<file path="src/rtl/fpu_pkg.sv">
// Shared types and constants for the FPU adder requester and its controller.
// The mode encodings here must match what the adder controller decodes.
package fpu_pkg;

    typedef enum logic [2:0] {
        ST_IDLE    = 3'd0,
        ST_ARM     = 3'd1,
        ST_ISSUE   = 3'd2,
        ST_RELEASE = 3'd3,
        ST_RESP    = 3'd4
    } req_state_e;

    typedef enum logic [2:0] {
        MODE_ADD = 3'd0,
        MODE_SUB = 3'd1,
        MODE_MUL = 3'd2,
        MODE_DIV = 3'd3
    } fpu_mode_e;

    localparam logic [2:0]  EXC_NONE    = 3'b000;
    localparam logic [2:0]  EXC_TIMEOUT = 3'b111;
    localparam logic [31:0] QNAN        = 32'h7FC0_0000;

endpackage

</file>
<file path="src/rtl/fpu_add_requester.sv">
// Issues one operand pair at a time to the adder controller and returns its result.
// A transaction whose controller never responds is aborted with a quiet NaN.
module fpu_add_requester
    import fpu_pkg::*;
#(
    parameter int unsigned TIMEOUT_CYCLES = 64,
    parameter int unsigned CNT_W          = 16
) (
    input  logic             CLK,
    input  logic             RSTn,
    input  logic             In_valid,
    output logic             In_ready,
    input  logic [31:0]      In_a,
    input  logic [31:0]      In_b,
    input  logic [2:0]       In_mode,
    output logic [31:0]      Datain1,
    output logic [31:0]      Datain2,
    output logic             Data_valid,
    output logic [2:0]       Mode,
    output logic [4:0]       Debug,
    input  logic [31:0]      Dataout,
    input  logic             Dataout_valid,
    input  logic [2:0]       Exc,
    output logic             Res_valid,
    input  logic             Res_ready,
    output logic [31:0]      Res_data,
    output logic [2:0]       Res_exc,
    output logic [CNT_W-1:0] Txn_count
);

    localparam int unsigned     TO_W    = (TIMEOUT_CYCLES > 1) ? $clog2(TIMEOUT_CYCLES) : 1;
    localparam logic [TO_W-1:0] TO_LAST = TO_W'(TIMEOUT_CYCLES - 1);

    req_state_e       state_q, state_d;
    logic [TO_W-1:0]  to_cnt_q, to_cnt_d;
    logic             timeout_q, timeout_d;
    logic [31:0]      a_q, a_d;
    logic [31:0]      b_q, b_d;
    logic [2:0]       mode_q, mode_d;
    logic [31:0]      res_data_q, res_data_d;
    logic [2:0]       res_exc_q, res_exc_d;
    logic [CNT_W-1:0] txn_q, txn_d;
    logic             in_ready_q, data_valid_q, res_valid_q, busy_q;

    always_comb begin
        state_d    = state_q;
        to_cnt_d   = to_cnt_q;
        timeout_d  = timeout_q;
        a_d        = a_q;
        b_d        = b_q;
        mode_d     = mode_q;
        res_data_d = res_data_q;
        res_exc_d  = res_exc_q;
        txn_d      = txn_q;

        case (state_q)
            ST_IDLE: begin
                if (In_valid) begin
                    a_d       = In_a;
                    b_d       = In_b;
                    mode_d    = In_mode;
                    timeout_d = 1'b0;
                    state_d   = ST_ARM;
                end
            end
            ST_ARM: begin
                // A stale result from a previous request must drain before issuing.
                if (!Dataout_valid) begin
                    to_cnt_d = '0;
                    state_d  = ST_ISSUE;
                end
            end
            ST_ISSUE: begin
                if (Dataout_valid) begin
                    res_data_d = Dataout;
                    res_exc_d  = Exc;
                    state_d    = ST_RELEASE;
                end else if (to_cnt_q == TO_LAST) begin
                    res_data_d = QNAN;
                    res_exc_d  = EXC_TIMEOUT;
                    timeout_d  = 1'b1;
                    state_d    = ST_RELEASE;
                end else begin
                    to_cnt_d = to_cnt_q + 1'b1;
                end
            end
            ST_RELEASE: begin
                if (timeout_q || !Dataout_valid) begin
                    state_d = ST_RESP;
                end
            end
            ST_RESP: begin
                if (Res_ready) begin
                    txn_d   = txn_q + 1'b1;
                    state_d = ST_IDLE;
                end
            end
            default: state_d = ST_IDLE;
        endcase
    end

    // Handshake outputs are registered from the next state so they line up with it.
    always_ff @(posedge CLK or negedge RSTn) begin
        if (!RSTn) begin
            state_q      <= ST_IDLE;
            to_cnt_q     <= '0;
            timeout_q    <= 1'b0;
            a_q          <= '0;
            b_q          <= '0;
            mode_q       <= '0;
            res_data_q   <= '0;
            res_exc_q    <= '0;
            txn_q        <= '0;
            in_ready_q   <= 1'b0;
            data_valid_q <= 1'b0;
            res_valid_q  <= 1'b0;
            busy_q       <= 1'b0;
        end else begin
            state_q      <= state_d;
            to_cnt_q     <= to_cnt_d;
            timeout_q    <= timeout_d;
            a_q          <= a_d;
            b_q          <= b_d;
            mode_q       <= mode_d;
            res_data_q   <= res_data_d;
            res_exc_q    <= res_exc_d;
            txn_q        <= txn_d;
            in_ready_q   <= (state_d == ST_IDLE);
            data_valid_q <= (state_d == ST_ISSUE);
            res_valid_q  <= (state_d == ST_RESP);
            busy_q       <= (state_d != ST_IDLE);
        end
    end

    assign In_ready   = in_ready_q;
    assign Datain1    = a_q;
    assign Datain2    = b_q;
    assign Data_valid = data_valid_q;
    assign Mode       = mode_q;
    assign Debug      = {state_q, timeout_q, busy_q};
    assign Res_valid  = res_valid_q;
    assign Res_data   = res_data_q;
    assign Res_exc    = res_exc_q;
    assign Txn_count  = txn_q;

endmodule

</file>
<file path="config.mk">
export PLATFORM = sky130hd
export DESIGN_NAME = fpu_add_requester
export DESIGN_NICKNAME = d
export VERILOG_FILES = /design/src/rtl/fpu_pkg.sv /design/src/rtl/fpu_add_requester.sv
export SDC_FILE = /design/constraint.sdc
export NUM_CORES = 1
export LEC_CHECK = 0
export BUFFER_PORTS_ARGS = -buffer_cell sky130_fd_sc_hd__buf_2
export CAP_MARGIN = 40
export CELL_PAD_IN_SITES_DETAIL_PLACEMENT = 0
export CELL_PAD_IN_SITES_GLOBAL_PLACEMENT = 1
export CORE_MARGIN = 5
export CORE_UTILIZATION = 39
export DETAILED_ROUTE_END_ITERATION = 12
export PLACE_DENSITY = 0.89
export SLEW_MARGIN = 20
export SYNTH_ARGS = -nofsm -noshare
export SYNTH_HDL_FRONTEND = slang
export SYNTH_SLANG_ARGS = --single-unit
</file>
<file path="constraint.sdc">
create_clock -name CLK -period 4.5 [get_ports CLK]
set_input_delay 0.225 -clock CLK [delete_from_list [all_inputs] [get_ports CLK]]
set_output_delay 0.225 -clock CLK [all_outputs]
set_load 0.03 [all_outputs]
</file>
# --- Word-level counts from Yosys, hierarchy flattened ---
# Cells that the tools add are included.
totals:
  elab_cells: 59
  regBits: 132
  out_inout_bits: 126
classes:
  reduce_logical: 13
  mux: 19
  add_sub_neg: 2
  eq_ne: 12
op_table:
  columns: ["cell", "count"]
  rows:
  - ["$mux W32", 2]
  - ["$mux W3", 8]
  - ["$mux W6", 3]
  - ["$add A16 B1 Y16 const B", 1]
  - ["$pmux W3 S5", 1]
  - ["$pmux W6 S2", 1]
  - ["$ne A2 B2 Y1 const B", 5]
  - ["$eq A3 B2 Y1 const B", 3]
  - ["$reduce_and A4 Y1", 2]
  - ["$add A6 B1 Y6 const B", 1]
  - ["$eq A3 B3 Y1 const B", 2]
  - ["$eq A6 B6 Y1 const B", 1]
  - ["$logic_not A3 Y1", 2]
  - ["$reduce_and A2 Y1", 3]
  - ["$reduce_bool A2 Y1", 3]
  - ["$eq A3 B1 Y1 const B", 1]
  - ["$mux W1", 3]
  - ["$reduce_bool A3 Y1", 1]
  - ["$pmux W1 S2", 1]
  - ["$logic_not A1 Y1", 1]
  - ["$logic_or A1 B1 Y1", 1]

# --- Longest topological paths before layout ---
logic_depth:
  ltp_word: 5
  depth_mapped: 7
  depth_no_buf: 5

# --- Least setup slack after synthesis ---
# OpenSTA, ideal clock, no wires.
synth_timing:
  kind: "register -> register"
  startpoint: "register state_q[0]"
  endpoint: "register b_q[10] (netlist: Datain2[10])"
  period_less_slack_ns: 1.763
  required_ns: 4.375
  path_buffers: 3
  t_arrival_ns: 1.639
  setup_slack_ns: 2.737
  setup_ns: 0.125
  path_stages_with_launch: 8
  path_cell_list: "dfrtp_1 -> buf_6 -> nor2_2 -> nand2_1 -> nor2_2 -> buf_4 -> buf_6 -> mux2_2"
synth_via:
  elab_chain_cells: 2
synth_lines:
  columns: ["item", "line_no", "text"]
  rows:
  - ["start: declaration", "fpu_add_requester.sv:34", "req_state_e state_q, state_d;"]
  - ["start signal: assignment", "fpu_add_requester.sv:119", "state_q <= state_d;"]
  - ["$logic_not A3 Y1", "fpu_add_requester.sv:56", "case (state_q)"]
  - ["$reduce_and A2 Y1 (no source line)", null, null]
  - ["end signal: assignment", "fpu_add_requester.sv:109", "b_q <= '0;"]
  - ["end signal: assignment", "fpu_add_requester.sv:123", "b_q <= b_d;"]
  - ["end: declaration", "fpu_add_requester.sv:38", "logic [31:0] b_q, b_d;"]
# Every way passes these cells.
# A chain may end at the register's enable or synchronous reset.

# --- Worst setup path in the final report ---
layout_timing:
  startpoint: "register to_cnt_q[0]"
  endpoint: "register res_data_q[21] (netlist: Res_data[21])"
layout_via:
  elab_chain_cells: 3
layout_lines:
  columns: ["item", "line_no", "text"]
  rows:
  - ["start: declaration", "fpu_add_requester.sv:35", "logic [TO_W-1:0] to_cnt_q, to_cnt_d;"]
  - ["start signal: assignment", "fpu_add_requester.sv:120", "to_cnt_q <= to_cnt_d;"]
  - ["$eq A6 B6 Y1", "fpu_add_requester.sv:78", "end else if (to_cnt_q == TO_LAST) begin"]
  - ["$reduce_bool A2 Y1 (no source line)", null, null]
  - ["$reduce_and A2 Y1 (no source line)", null, null]
  - ["end signal: assignment", "fpu_add_requester.sv:125", "res_data_q <= res_data_d;"]
  - ["end: declaration", "fpu_add_requester.sv:40", "logic [31:0] res_data_q, res_data_d;"]
# Every way passes these cells.

==> flow_metrics.py <==
metrics = {
    "clock_tree": {
        "clockRootBuffer": "clkbuf_16",
        "cts_num_sinks": 132,
        "tritoncts": "done",
        "clock_path_buffers": 2,
        "cts.repair.resized": 0,
        "clk_latency_ns": 0.40,
        "cts_made_buffers": 17,
        "htree_num_levels": 4,
        "clk_pin_slew_ns": 0.05,
    },
    "detailed_routing": {
        "drt-vias-per-instance": 4.773,
        "first_pass_iters": 4,
        "avgRoutedWirePerCell_um": 15.99,
        "first_iter_violations": 164,
        "ant_nets": 0,
        "drc_errors": 0,
        "via_count": 3761,
        "wl_mm": 12.60,
    },
    "synthesis": {
        "synth.yosys.warnings": 0,
        "syn_inst": 360,
        "ys_types": 38,
        "synth_edf_count": 0,
        "async_flop_share_pct": 100.0,
        "synthFlopType": "dfrtp_1",
        "avgSynthCellArea_um2": 14.39,
        "ys_ff_latch": 132,
        "synth_top_cell_by_area": "dfrtp_1",
        "syn-cell-area_mm2": 0.005179,
        "synth_area_leaders": "dfrtp_1, mux2_2, a22o_1, o22a_1, xnor2_1",
        "ys_seq_area_share_pct": 63.78,
        "syn_nets": 469,
        "synth_top_cell_area_share_pct": 63.78,
    },
    "power_and_ir_drop": {
        "power_switching_mw": 2.375,
        "switching_share_pct": 40.07,
        "powerDensity_mw_per_mm2": 829.1,
        "ir_drop_mv": 0.4301,
        "p_comb_share_pct": 42.6,
        "p_int_mw": 3.553,
        "p_clk_share_pct": 23.9,
        "seqPwrFrac_pct": 33.6,
        "leakagePower_nw": 3.524,
    },
    "die": {
        "row_count": 42,
        "start_util_pct": 39.42,
        "die_w_um": 125.2,
        "die-height_um": 125.2,
        "die_area_mm2": 0.01568,
        "ios": 233,
        "core_mm2": 0.01314,
    },
    "global_route": {
        "use_met3_pct": 6.055,
        "grt_pass1_wl_mm": 20.84,
        "gr-usage-met2_pct": 26.70,
        "grt_max_degree": 91,
        "grt_util_all_layers_pct": 16.43,
        "top_usage_layer": "met2",
        "antenna_found_initial": 0,
        "gr-total-overflow": 0,
        "grt_pass1_vias": 4125,
        "grt_util_met1_pct": 20.01,
    },
    "worst_setup_path": {
        "timing_worst_setup_path_type": "reg -> reg",
        "cp_slowest_cell": "nand2_1",
        "worstPathArrival_ns": 2.50,
        "critical-path-max-stage-delay_ns": 0.53,
        "crit_path_end_kind": "flip-flop",
        "worstPathCellList": "ha_1 > nand3_1 > o21ai_0 > nand2_1 > a22o_1",
        "startpoint_type": "flip-flop",
        "crit_required_ns": 4.78,
        "crit_fanout": 23,
        "crit_start": "to_cnt_q[0]",
        "r2r-start": "to_cnt_q[0]",
    },
    "placement": {
        "globalplace.congestion": 0.7797,
        "dp_hpwl_mm": 9.381,
        "dpl_cell_area_mm2": 0.006465,
        "io_buffers": 232,
        "place_inst": 752,
    },
    "hold_path": {
        "holdCritStartpoint": "Dataout[27]",
        "hold_path_class": "in -> reg",
    },
    "run_status": {
        "outcome": "complete, no violations",
    },
    "sta": {
        "fin_crit_sh_pct": 49.25,
        "fmax_ghz": 0.4512,
        "finalCriticalPeriod_ns": 2.216,
        "slew_headroom_pct": 48.09,
        "finalSetupViolations": 0,
        "hold_violations": 0,
        "rsz0062_at_grt": "false",
        "tns_ns": 0,
        "worst_pin_slew_ns": 0.7767,
        "holdWs_ns": 0.03035,
        "finalClockSkew_ns": 0.004557,
        "drv_slew": 0,
    },
    "layout": {
        "diodes": 0,
        "fillers": 1129,
        "area_growth_pct": 38.08,
        "fin_area_mm2": 0.007151,
        "final_cells": 788,
        "finalNetCount": 708,
        "drive_gt1_share_pct": 55.88,
    },
    "run": {
        "drv_cap": 0,
    },
}
[sequential cells by signal, indices dropped and copies added (netlist names)]
register,cells
Res_valid,1
Res_data,32
Datain2,32
timeout_q,1
In_ready,1
busy_q,1
state_q,3
Res_exc,3
Txn_count,16
Data_valid,1
Mode,3
Datain1,32
to_cnt_q,6
[cell type report]
| type | count | area, µm² | area share, % |
|---|---|---|---|
| timing repair buffer | 239 | 1264 | 17.67 |
| clock inverter | 10 | 155.1 | 2.170 |
| clock buffer | 22 | 454.2 | 6.352 |
| tap | 176 | 220.2 | 3.080 |
| multi-input combinational | 204 | 1735 | 24.27 |
| sequential | 132 | 3303 | 46.19 |
| inverter | 5 | 18.77 | 0.2625 |
[per-stage QoR]
step	util [%]	power, mW	setup slack (ns)
finish	54.43	5.929	2.284
global route	54.43	6.242	2.106
CTS	53.92	5.973	2.307
detailed placement	49.21	4.540	2.324
global placement	49.17	4.461	2.424
floorplan	-	3.779	2.737
[layer usage]
metal	vias up	wire length, µm
met5	-	0
met3	17	1115
met2	181	6038
li1	1773	-
met4	0	191
met1	1790	5252
[layout by cell type (no fill, tap or decap), types with 2 or more instances in the layout]
cell	instances
dfrtp_1	132
and4_1	2
mux2_2	68
xnor2_1	9
inv_1	5
clkinv_2	4
buf_16	2
clkbuf_1	4
nor2_1	7
nand4_1	4
or3_1	4
a21oi_1	4
clkbuf_16	17
nand2b_1	2
xor2_1	7
o22a_1	12
nand3_1	7
buf_2	232
ha_1	2
o21ai_0	8
nor3_1	5
bufinv_16	4
and2_1	3
buf_4	2
o22ai_1	2
nor2_2	3
nand2_1	17
a22o_1	24
clkinvlp_4	2
buf_6	2
[final timing paths]
check                      cells past startpoint       endpoint  slack (ns)
max                                            5   Res_data[21]        2.28
min                                            2   Res_data[27]        0.03
max reg2reg                                    5   Res_data[21]        2.28
min reg2reg                                    1  Txn_count[15]        0.49
max in group asynchronous                      4    Datain2[29]        3.04
min in group asynchronous                      2  Txn_count[10]        0.30
[worst max-delay path: cells and delay by family (launching register included)]
kind	cells	cell delay, ns
and+or+nand+nor	2	0.71
AOI/OAI and AO/OA	2	0.77
DFF	1	0.39
adders and majority gates	1	0.22
[cells by family (layout without fill, tap and decap cells)]
logic type / after synthesis / in the layout / synth area share, %
compound gates: 54 / 54 / 8.118
buf+inv: 24 / 276 / 2.802
flops: 132 / 132 / 63.78
fa+ha+maj: 2 / 2 / 0.4831
mux: 68 / 68 / 14.79
xor+xnor: 16 / 16 / 2.706
simple gates: 64 / 64 / 7.321
[power by group through the flow]
stage / combinational (mW) / clock [mW] / sequential (mW)
floorplan: 0.839 / 0 / 2.94
global placement: 2.48 / 0 / 1.98
detailed placement: 2.54 / 0 / 2.00
CTS: 2.53 / 1.44 / 2.00
global route: 2.67 / 1.50 / 2.07
finish: 2.52 / 1.41 / 1.99
[repair_timing]
item | 4_1_cts | 5_1_grt
endpoints found under the setup margin | 0 | 0
hold buffers | 1 | 0
buffers inserted | 0 | 0
endpoints found under the hold margin | 89 | 0
[synthesized netlist by cell type, types with 2 or more instances]
cell type	instances
and4_1	2
buf_4	3
mux2_2	68
o21ai_0	8
o22a_1	12
a21oi_1	4
inv_1	5
dfrtp_1	132
nor3_1	5
or3_1	4
nand2_1	17
ha_1	2
nand2b_1	2
nand3_1	7
and2_1	3
nor2_2	4
a22o_1	24
nand4_1	4
xor2_1	7
xnor2_1	9
o22ai_1	2
buf_6	4
buf_2	11
nor2_1	7
(Power assumes the default switching activity.)
